### config.mk
export PLATFORM = sky130hd
export DESIGN_NAME = alu_rr_arbiter
export DESIGN_NICKNAME = d
export VERILOG_FILES = /design/src/rtl/alu_rr_arbiter.sv
export SDC_FILE = /design/constraint.sdc
export NUM_CORES = 1
export LEC_CHECK = 0
export CORE_UTILIZATION = 50
export CTS_CLUSTER_SIZE = 24
export DETAILED_ROUTE_END_ITERATION = 10
export PLACE_DENSITY_LB_ADDON = 0.1
export REMOVE_ABC_BUFFERS = 1
export SYNTH_ARGS = -nofsm -noshare
export SYNTH_HDL_FRONTEND = slang
export SYNTH_SLANG_ARGS = --single-unit
export TNS_END_PERCENT = 5
### constraint.sdc
create_clock -name clk -period 8.05 [get_ports clk]
set_input_delay 1.61 -clock clk [delete_from_list [all_inputs] [get_ports clk]]
set_output_delay 1.61 -clock clk [all_outputs]
set_load 0.03 [all_outputs]
### src/rtl/alu_rr_arbiter.sv
// Round-robin arbiter sharing one 32-bit combinational alu between requesters A and B.
// One operation in flight; accept -> EXEC -> RESP, with per-requester saturating completion counters.
module alu_rr_arbiter #(
  parameter int DATA_W = 32,
  parameter int CNT_W  = 16
) (
  input  logic              clk,
  input  logic              rst,
  input  logic              a_req_valid,
  output logic              a_req_ready,
  input  logic [DATA_W-1:0] a_op1,
  input  logic [DATA_W-1:0] a_op2,
  input  logic [2:0]        a_sel,
  output logic              a_rsp_valid,
  input  logic              a_rsp_ready,
  output logic [DATA_W-1:0] a_rsp_data,
  output logic              a_rsp_zero,
  input  logic              b_req_valid,
  output logic              b_req_ready,
  input  logic [DATA_W-1:0] b_op1,
  input  logic [DATA_W-1:0] b_op2,
  input  logic [2:0]        b_sel,
  output logic              b_rsp_valid,
  input  logic              b_rsp_ready,
  output logic [DATA_W-1:0] b_rsp_data,
  output logic              b_rsp_zero,
  output logic              busy,
  output logic [CNT_W-1:0]  a_done_cnt,
  output logic [CNT_W-1:0]  b_done_cnt
);

  typedef enum logic [1:0] {IDLE, EXEC, RESP} state_t;

  state_t            state_reg;
  logic              last_grant_reg;  // 0 = A, 1 = B
  logic              owner_reg;       // 0 = A, 1 = B
  logic              busy_reg;
  logic [DATA_W-1:0] op1_reg;
  logic [DATA_W-1:0] op2_reg;
  logic [2:0]        sel_reg;
  logic [DATA_W-1:0] alu_res;
  logic [1:0]        rsp_ready_vec;

  assign rsp_ready_vec = {b_rsp_ready, a_rsp_ready};

  // On a tie the requester that did not win last time is served.
  assign a_req_ready = (state_reg == IDLE) & a_req_valid & (~b_req_valid | last_grant_reg);
  assign b_req_ready = (state_reg == IDLE) & b_req_valid & (~a_req_valid | ~last_grant_reg);

  assign busy = busy_reg;

  always_ff @(posedge clk or posedge rst) begin
    if (rst) begin
      state_reg      <= IDLE;
      last_grant_reg <= 1'b1;
      owner_reg      <= 1'b0;
      busy_reg       <= 1'b0;
      op1_reg        <= '0;
      op2_reg        <= '0;
      sel_reg        <= '0;
    end else begin
      case (state_reg)
        IDLE: begin
          if (a_req_ready || b_req_ready) begin
            owner_reg      <= b_req_ready;
            last_grant_reg <= b_req_ready;
            op1_reg        <= b_req_ready ? b_op1 : a_op1;
            op2_reg        <= b_req_ready ? b_op2 : a_op2;
            sel_reg        <= b_req_ready ? b_sel : a_sel;
            state_reg      <= EXEC;
            busy_reg       <= 1'b1;
          end
        end
        EXEC: begin
          state_reg <= RESP;
        end
        RESP: begin
          if (rsp_ready_vec[owner_reg]) begin
            state_reg <= IDLE;
            busy_reg  <= 1'b0;
          end
        end
        default: begin
          state_reg <= IDLE;
          busy_reg  <= 1'b0;
        end
      endcase
    end
  end

  // Shared alu, fed only from the latched operation.
  always_comb begin
    alu_res = '0;
    case (sel_reg)
      3'b000:  alu_res = op1_reg & op2_reg;
      3'b001:  alu_res = op1_reg | op2_reg;
      3'b010:  alu_res = op1_reg + op2_reg;
      3'b110:  alu_res = op1_reg - op2_reg;
      3'b111:  alu_res = DATA_W'(op1_reg < op2_reg);
      3'b100:  alu_res = ~(op1_reg | op2_reg);
      3'b101:  alu_res = op1_reg ^ op2_reg;
      default: alu_res = '0;
    endcase
  end

  // Per-requester response holding registers and completion counters.
  genvar gi;
  generate
    for (gi = 0; gi < 2; gi++) begin : g_chan
      logic [DATA_W-1:0] data_reg;
      logic              zero_reg;
      logic              valid_reg;
      logic [CNT_W-1:0]  cnt_reg;

      always_ff @(posedge clk or posedge rst) begin
        if (rst) begin
          data_reg  <= '0;
          zero_reg  <= 1'b0;
          valid_reg <= 1'b0;
          cnt_reg   <= '0;
        end else if (state_reg == EXEC && owner_reg == 1'(gi)) begin
          data_reg  <= alu_res;
          zero_reg  <= (alu_res == '0);
          valid_reg <= 1'b1;
        end else if (valid_reg && rsp_ready_vec[gi]) begin
          valid_reg <= 1'b0;
          if (cnt_reg != '1) begin
            cnt_reg <= cnt_reg + CNT_W'(1);
          end
        end
      end
    end
  endgenerate

  assign a_rsp_valid = g_chan[0].valid_reg;
  assign a_rsp_data  = g_chan[0].data_reg;
  assign a_rsp_zero  = g_chan[0].zero_reg;
  assign a_done_cnt  = g_chan[0].cnt_reg;
  assign b_rsp_valid = g_chan[1].valid_reg;
  assign b_rsp_data  = g_chan[1].data_reg;
  assign b_rsp_zero  = g_chan[1].zero_reg;
  assign b_done_cnt  = g_chan[1].cnt_reg;

endmodule

Word-level counts from Yosys, hierarchy flattened
Index checks and enable logic that the tools add are counted.
{ "classes": {"add_sub_neg": 4, "n_lt_le_gt_ge": 2, "n_eq_ne": 12, "n_mux": 16, "bitwise": 17, "n_reduce_logical": 15} }
{ "op_table": {"columns": ["operator", "n"], "rows": [
  ["32-bit case mux with 7 select lines", 1],
  ["32-bit two-way mux", 2],
  ["16-bit by 1-bit adder with 16-bit output, second input constant", 2],
  ["32-bit adder", 1],
  ["32-bit AND", 1],
  ["32-bit logical NOT", 1],
  ["32-bit less-than comparator", 1],
  ["16-bit inequality test, second input constant", 2],
  ["32-bit NOT", 1],
  ["32-bit OR", 1],
  ["32-bit subtractor", 1],
  ["32-bit XOR", 1],
  ["3-bit == test, second input constant", 4],
  ["3-bit AND reduction", 3],
  ["1-bit two-way mux", 8],
  ["1-bit NOT", 7],
  ["2-bit case mux with 3 select lines", 1],
  ["1-bit AND", 4],
  ["1-bit logical AND", 4],
  ["2-bit two-way mux", 2],
  ["2-bit AND reduction", 2],
  ["2-bit nonzero test", 2],
  ["3-bit by 1-bit == test with 1-bit output, second input constant", 1],
  ["3-bit by 2-bit == test with 1-bit output, second input constant", 1],
  ["11 further kinds", 12]
]} }
{ "totals": {"ff_bits": 172, "inputBits": 140, "word_cells": 81} }

Longest topological paths before layout
Gate-level depths: netlist (run 1).
{ "logic_depth": {"depth_word": 6, "depth_mapped": 15} }

Worst setup path before layout (run 1)
Ideal clock, no wire load.
{ "synth_path": {"path_kind": "input-to-output", "start": "in a_req_valid", "end": "out b_req_ready", "arrival_time_ns": 2.511, "required_ns": 6.440, "path_slack_ns": 3.929, "stages": 5, "path_buffers": 2, "cell_sequence": "nand2_1 nand3_1 clkbuf_1 clkbuf_1 inv_1"} }
{ "synth_via": {"elab_chain_len": 3} }
{ "synth_rtl": {"columns": ["item", "line_no", "rtl"], "rows": [
  ["start, declared", "9", "input logic a_req_valid,"],
  ["1-bit NOT", "48", "assign b_req_ready = (state_reg == IDLE) & b_req_valid & (~a_req_valid | ~last_grant_reg);"],
  ["1-bit OR", "48", null],
  ["1-bit AND", "48", null],
  ["end, declared", "19", "output logic b_req_ready,"]
]} }
No other way between the ends.

Final worst setup path (run 1)
{ "layout_path": {"start": "in b_req_valid", "end": "out a_req_ready"} }
{ "layout_via": {"elab_chain_len": 3} }
{ "layout_rtl": {"columns": ["item", "line_no", "rtl"], "rows": [
  ["start, declared", "18", "input logic b_req_valid,"],
  ["1-bit NOT", "47", "assign a_req_ready = (state_reg == IDLE) & a_req_valid & (~b_req_valid | last_grant_reg);"],
  ["1-bit OR", "47", null],
  ["1-bit AND", "47", null],
  ["end, declared", "10", "output logic a_req_ready,"]
]} }
No other way between the ends.

==> reports/metrics.csv, run 1 <==
stage,metric,value,unit
yosys,Post-synth EDFFs,0,
clock_network,Clock Tree Root,clkbuf_16,
sta,Slew headroom,24.8,%
critical_path,cell count of the worst reg-to-reg path,12,
place,RePlAce Congestion,0.966,
final_layout,Layout Nets,2133,
clock_network,clk sinks,172,
yosys,Syn Inst Count,1717,
yosys,ys async rst share,100,%
clock_network,H-tree depth,4,
clock_network,CTS tree,yes,
critical_path,R2R Path End,a_rsp_zero,
sta,setup TNS,0,ns
floorplanning,IO Pins,243,
clock_network,"Reg clk slew, reported paths",0.07,ns
sta,RSZ-0062 raised after global routing,false,
final_layout,Layout Utilization,62.9,%
final_layout,Final Cell Area,0.0163,mm2
critical_path,Setup crit start kind,primary input,
sta,Peak Freq,192,MHz
route,Final ANT Viol Nets,0,
sta,Final period util,64.7,%
critical_path,Most common cell on crit path,clkdlybuf4s50_1,
grt,Congestion Overflow GR,0,
final_layout,share of cells above drive strength 1,4.64,%
floorplanning,die area,0.0271,mm2
sta,Final Hold Viols,0,
critical_path,Worst setup EP type,output port,
final_layout,number of fill cells,2350,
run_status,status,finished clean,
route,Routed WL,44.1,mm
floorplanning,Initial Util,50.9,%
critical_path,Worst Setup SP,b_req_valid,
yosys,Mapped Area,0.0132,mm2
grt,total global-route track usage,32.5,%
route,initial DRC count,1369,
yosys,leading area contributor after synthesis,dfrtp_1,
flow_run,count of max-cap constraint violations,0,
critical_path,CP endpoint,a_req_ready,
route,via count,13400,
floorplanning,core area,0.0260,mm2
critical_path,worst path required time,6.44,ns
sta,Final setup viols,0,
grt,initial antenna violation count,0,
critical_path,crit path cell chain,clkdlybuf4s50_1 > nand2b_1 > nand3_2 > buf_4 > inv_2 > clkdlybuf4s50_1,
yosys,Synth top area share,32.4,%
place,Post-DP Area,0.0158,mm2
yosys,Synth Flop Type,dfrtp_1,
yosys,"top cells by area, synth","dfrtp_1 (32%), ha_1 (10%), nand2_1 (8.5%)",
grt,maximum number of pins on one net before global-route repair,101,
yosys,synth warn,0,
sta,final worst path period need,5.21,ns
route,DR vias/cell,6.02,
critical_path,Worst Path Arrival,3.60,ns
clock_network,later-pin clock latency in the skew report,0.46,ns
clock_network,Hold Buf Count CTS,0,
critical_path,worst r2r src,sel_reg[2],
yosys,Yosys reg bits,172,
critical_path,Crit-path slowest cell,clkdlybuf4s50_1,
floorplanning,# rows,59,
grt,vias in the first global route,12400,
sta,"Slew Viols, Final",0,
yosys,Yosys cell types,74,
route,1st-pass router iterations,6,
yosys,Syn Area/Cell,7.70,um2
place,placed cells,2200,
critical_path,"reg-to-reg slack, setup",3.33,ns
place,port bufs,242,
floorplanning,DIE HEIGHT,165,um
final_layout,Area Growth Syn to Fin,23.7,%
sta,Layout Skew,0.0226,ns
route,Post-route DRC,0,
yosys,post-synthesis sequential area ratio,32.6,%
clock_network,CTS buffer count,17,
route,WL/cell,19.7,um
min_path,hold crit path type,reg2reg,
final_layout,non-filler instance count after layout,2232,
critical_path,CP peak stage delay,0.62,ns
clock_network,postcts setup bufs,0,
clock_network,# resized after CTS,0,
critical_path,Crit Path Class,in2out,
final_layout,diode count,0,
grt,first-pass GRT wire length,68.1,mm
sta,worst-margin pin slew,1.13,ns
place,HPWL Detailed,31.6,mm
clock_network,CTS max path bufs,2,
floorplanning,Die X,165,um
critical_path,CP Max Fanout,72,
-- worst min path at each step --
stage / endpoint / startpoint / depth (start not counted)
after global placement: a_rsp_data[6] / a_rsp_data[6] / 2
final: last_grant_reg / last_grant_reg / 2
after floorplan: last_grant_reg / last_grant_reg / 2
after global routing: b_rsp_data[10] / b_rsp_data[10] / 2
after CTS: last_grant_reg / last_grant_reg / 2
after detailed placement: a_rsp_data[6] / a_rsp_data[6] / 2
-- layout by cell type, fill, tap and decap left out, drive strengths merged, types with 6 or more instances in the layout --
| cell type | instances |
|---|---|
| nand2 | 300 |
| o21a | 7 |
| buf | 16 |
| dfrtp | 171 |
| o221ai | 17 |
| clkbuf | 18 |
| clkdlybuf4s50 | 242 |
| nand3 | 30 |
| nor3 | 21 |
| a21o | 12 |
| a2111oi | 6 |
| a221oi | 16 |
| nor2 | 203 |
| mux2i | 19 |
| nor2b | 15 |
| clkinv | 7 |
| or3 | 10 |
| a211oi | 27 |
| a311oi | 11 |
| xor2 | 11 |
| a31oi | 83 |
| o211ai | 17 |
| and2 | 6 |
| nand2b | 9 |
| nor4 | 15 |
| a221o | 7 |
| a21oi | 106 |
| a211o | 7 |
| ha | 107 |
| and3 | 10 |
| inv | 111 |
| xnor2 | 26 |
| o31ai | 20 |
| o21ai | 126 |
| nand4 | 24 |
| o31a | 6 |
-- metrics by stage --
stage	worst slack (ns)	hold slack (ns)
2_1_floorplan	1.48	0.444
3_3_place_gp	2.81	0.459
3_5_place_dp	2.80	0.462
4_1_cts	2.79	0.478
5_1_grt	2.67	0.501
6_report	2.84	0.478
-- cells by family after synthesis --
family,share of synthesized area [%]
and+or+nand+nor,21.3
buffers and inverters,6.49
DFF,32.6
AOI/OAI and AO/OA,24.9
muxes,1.86
adders and majority gates,10.4
xor gates and xnor gates,2.45
-- routing by layer --
metal / vias to the layer above / global-route usage, % / routed length, um
met5: - / 0 / 0
met2: 572 / 52.8 / 20500
met4: 0 / 13.0 / 1410
li1: 6385 / - / -
met3: 111 / 4.87 / 2960
met1: 6372 / 43.2 / 19200
-- synth_stat cells (all sizes together) (17+ instances only) --
library cell and number:
a211oi 27, a21oi 106, a31oi 83, buf 40
clkbuf 70, dfrtp 171, ha 107, inv 106
mux2i 19, nand2 300, nand3 30, nand4 24
nor2 203, nor3 21, o211ai 17, o21ai 126
o221ai 17, o31ai 20, xnor2 26
-- worst max-delay path: cells and delay by family --
kind,cells,cell delay (ns)
buf+inv,4,1.79
simple gates,2,0.15
-- cell type report --
| cell class | instances | area, um2 | share of cell area, % |
|---|---|---|---|
| inverters | 106 | 403 | 2.46 |
| flip-flops and latches | 172 | 4310 | 26.4 |
| clock buffers | 18 | 429 | 2.63 |
| multi-input cells | 1329 | 8090 | 49.5 |
| repair buffers | 258 | 2540 | 15.6 |
| well taps | 335 | 419 | 2.56 |
| clock inverters | 14 | 155 | 0.949 |
Power of run 1 is left out: the tool's default activity adds up to more than one toggle a clock period on the data nets, which glitch-free logic cannot reach.
==> run 2: changes to the inputs <==
Clock period 8.05 ns to 5.2 ns, I/O delays scaled along.
==> run 2 against run 1 <==
Clock skew shrank 0.0027 ns. First-iteration DRC count shrank 7.5%. Routed wire length grew 4.9%. Sequential share of layout area shrank 0.13 points. Via count grew 1.6%. Utilization grew 0.32 points. Clock-buffer cell count shrank 1.
==> reports/metrics.csv, run 2 (synthesis gave the netlist of run 1 again) <==
stage,metric,value,unit,change
clock_network,later-pin clock latency in the skew report,0.45,ns,about the same
critical_path,Worst Path Arrival,5.01,ns,+1.41 ns
final_layout,"commonest non-fill, non-tap cell in the layout",nand2_1,,
sta,Layout Skew,0.0199,ns,-0.00266 ns
place,port bufs,242,,unchanged
route,initial DRC count,1266,,-7.5%
sta,Final setup viols,0,,unchanged
route,via count,13700,,+1.6%
run_status,status,finished clean,,
critical_path,R2R Path End,b_rsp_zero,,
grt,total global-route track usage,34.4,%,+2.0 points
place,RePlAce Congestion,0.968,,+0.30%
min_path,hold endpoint,last_grant_reg,,
sta,Final Hold Viols,0,,unchanged
critical_path,Crit Path Class,reg2reg,,
critical_path,worst r2r src,op1_reg[10],,
grt,first-pass GRT wire length,71.9,mm,+5.6%
clock_network,clk sinks,172,,unchanged
critical_path,Crit-path slowest cell,ha_1,,
sta,"Slew Viols, Final",0,,unchanged
place,pre-CTS setup slack,0.641,ns,-2.16 ns
floorplanning,DIE HEIGHT,165,um,unchanged
grt,maximum number of pins on one net before global-route repair,139,,+38%
final_layout,"commonest cells after routing, fill and taps aside","nand2_1 (299), clkdlybuf4s50_1 (241), nor2_1 (200), dfrtp_1 (169), o21ai_0 (124)",,
clock_network,# resized after CTS,0,,unchanged
clock_network,"Reg clk slew, reported paths",0.08,ns,about the same
clock_network,CTS tree,yes,,
critical_path,CP peak stage delay,0.60,ns,-0.02 ns
clock_network,CTS max path bufs,2,,unchanged
final_layout,Area Growth Syn to Fin,24.3,%,
sta,final worst path period need,4.68,ns,
final_layout,share of cells above drive strength 1,5.19,%,+0.56 points
floorplanning,# rows,59,,unchanged
final_layout,Layout Nets,2143,,+0.47%
critical_path,Worst Setup SP,op1_reg[10],,
flow_run,count of max-cap constraint violations,0,,unchanged
min_path,hold path depth,2,,unchanged
clock_network,H-tree depth,4,,unchanged
route,Final ANT Viol Nets,0,,unchanged
route,1st-pass router iterations,7,,+1
floorplanning,core area,0.0260,mm2,unchanged
place,HPWL Detailed,33.7,mm,+6.8%
critical_path,CP Max Fanout,14,,-81%
sta,final worst setup slack,0.524,ns,-2.32 ns
critical_path,Setup crit start kind,flop,,
grt,Congestion Overflow GR,0,,unchanged
sta,Peak Freq,214,MHz,
clock_network,postcts setup bufs,0,,unchanged
critical_path,worst path required time,5.54,ns,-0.90 ns
critical_path,crit path cell chain,inv_1 > ha_1 > inv_1 > a21oi_1 > o31ai_1 > a211o_1 > o31ai_2 > nor2_1 > o21a_1 > a311oi_1 > nand4_1 > or4_1 > o31ai_1,,
clock_network,Hold Buf Count CTS,0,,unchanged
route,DR vias/cell,6.09,,+1.2%
min_path,hold crit path type,reg2reg,,
clock_network,CTS buffer count,17,,unchanged
critical_path,Worst setup EP type,flop,,
sta,worst-margin pin slew,0.881,ns,-0.246 ns
route,Post-route DRC,0,,unchanged
floorplanning,Die X,165,um,unchanged
clock_network,Clock Tree Root,clkbuf_16,,
sta,Slew headroom,41.2,%,+16 points
critical_path,"reg-to-reg slack, setup",0.52,ns,-2.81 ns
route,WL/cell,20.6,um,+4.4%
floorplanning,Initial Util,50.9,%,unchanged
critical_path,cell count of the worst reg-to-reg path,13,,+1
sta,Final period util,89.9,%,
route,Routed WL,46.2,mm,+4.9%
final_layout,diode count,0,,unchanged
floorplanning,IO Pins,243,,unchanged
min_path,hold_sp,last_grant_reg,,
grt,vias in the first global route,13000,,+5.1%
sta,hold_ws,0.473,ns,-0.00569 ns
floorplanning,die area,0.0271,mm2,unchanged
grt,initial antenna violation count,0,,unchanged
sta,setup TNS,0,ns,unchanged
sta,RSZ-0062 raised after global routing,false,,
[run 2: cell types whose count changed in the layout (fill, tap and decap cells not counted), sizes merged]
cell           delta
clkinv            -1
clkdlybuf4s50     -1
buf              +11
inv               +1
clkbuf            -1
[run 2: critical path: cells and delay by family (launching register included)]
family,cells,cell delay [ns]
and+or+nand+nor,3,0.80
adders and majority gates,1,0.60
DFF,1,0.40
buffers and inverters,2,0.22
AOI/OAI and AO/OA,7,2.53
[run 2: layout make-up]
class	instances	area, um2
Clock inverter	14	150
Timing Repair Buffer	268	2640
Sequential cell	172	4310
Multi-Input combinational cell	1329	8090
Tap cell	335	419
Clock buffer	17	425
Inverter	106	403
Fill cell	2340	9550
[run 2: worst max path at each step]
stage | to | slack [ns]
global placement | a_rsp_zero | 0.69
CTS | b_rsp_zero | 0.61
global route | b_rsp_zero | 0.30
finish | b_rsp_zero | 0.52
detailed placement | b_rsp_zero | 0.64
floorplan | a_done_cnt[0] | -0.50
[run 2: stage by stage]
stage | util (%) | instance area, um2 | std cells
2_1_floorplan | - | 12800 | 1607
3_3_place_gp | 61.0 | 15900 | 2210
3_5_place_dp | 61.0 | 15900 | 2210
4_1_cts | 63.2 | 16400 | 2241
5_1_grt | 63.2 | 16400 | 2241
6_report | 63.2 | 16400 | 2241
[run 2: layer usage]
layer	share of wire (%)	GRT usage, %
met1	43	45.7
met2	47	57.4
met3	6.5	4.52
met4	3.1	12.2
met5	0	0
Power of run 2 is left out for the same reason.
==> run 3: changes to the inputs <==
Settings changed: HOLD_SLACK_MARGIN set to 0.06.
==> results of run 3 <==
Same layout as run 2: the final DEF is identical, and so are final timing and power.
Power of run 3 is left out for the same reason.
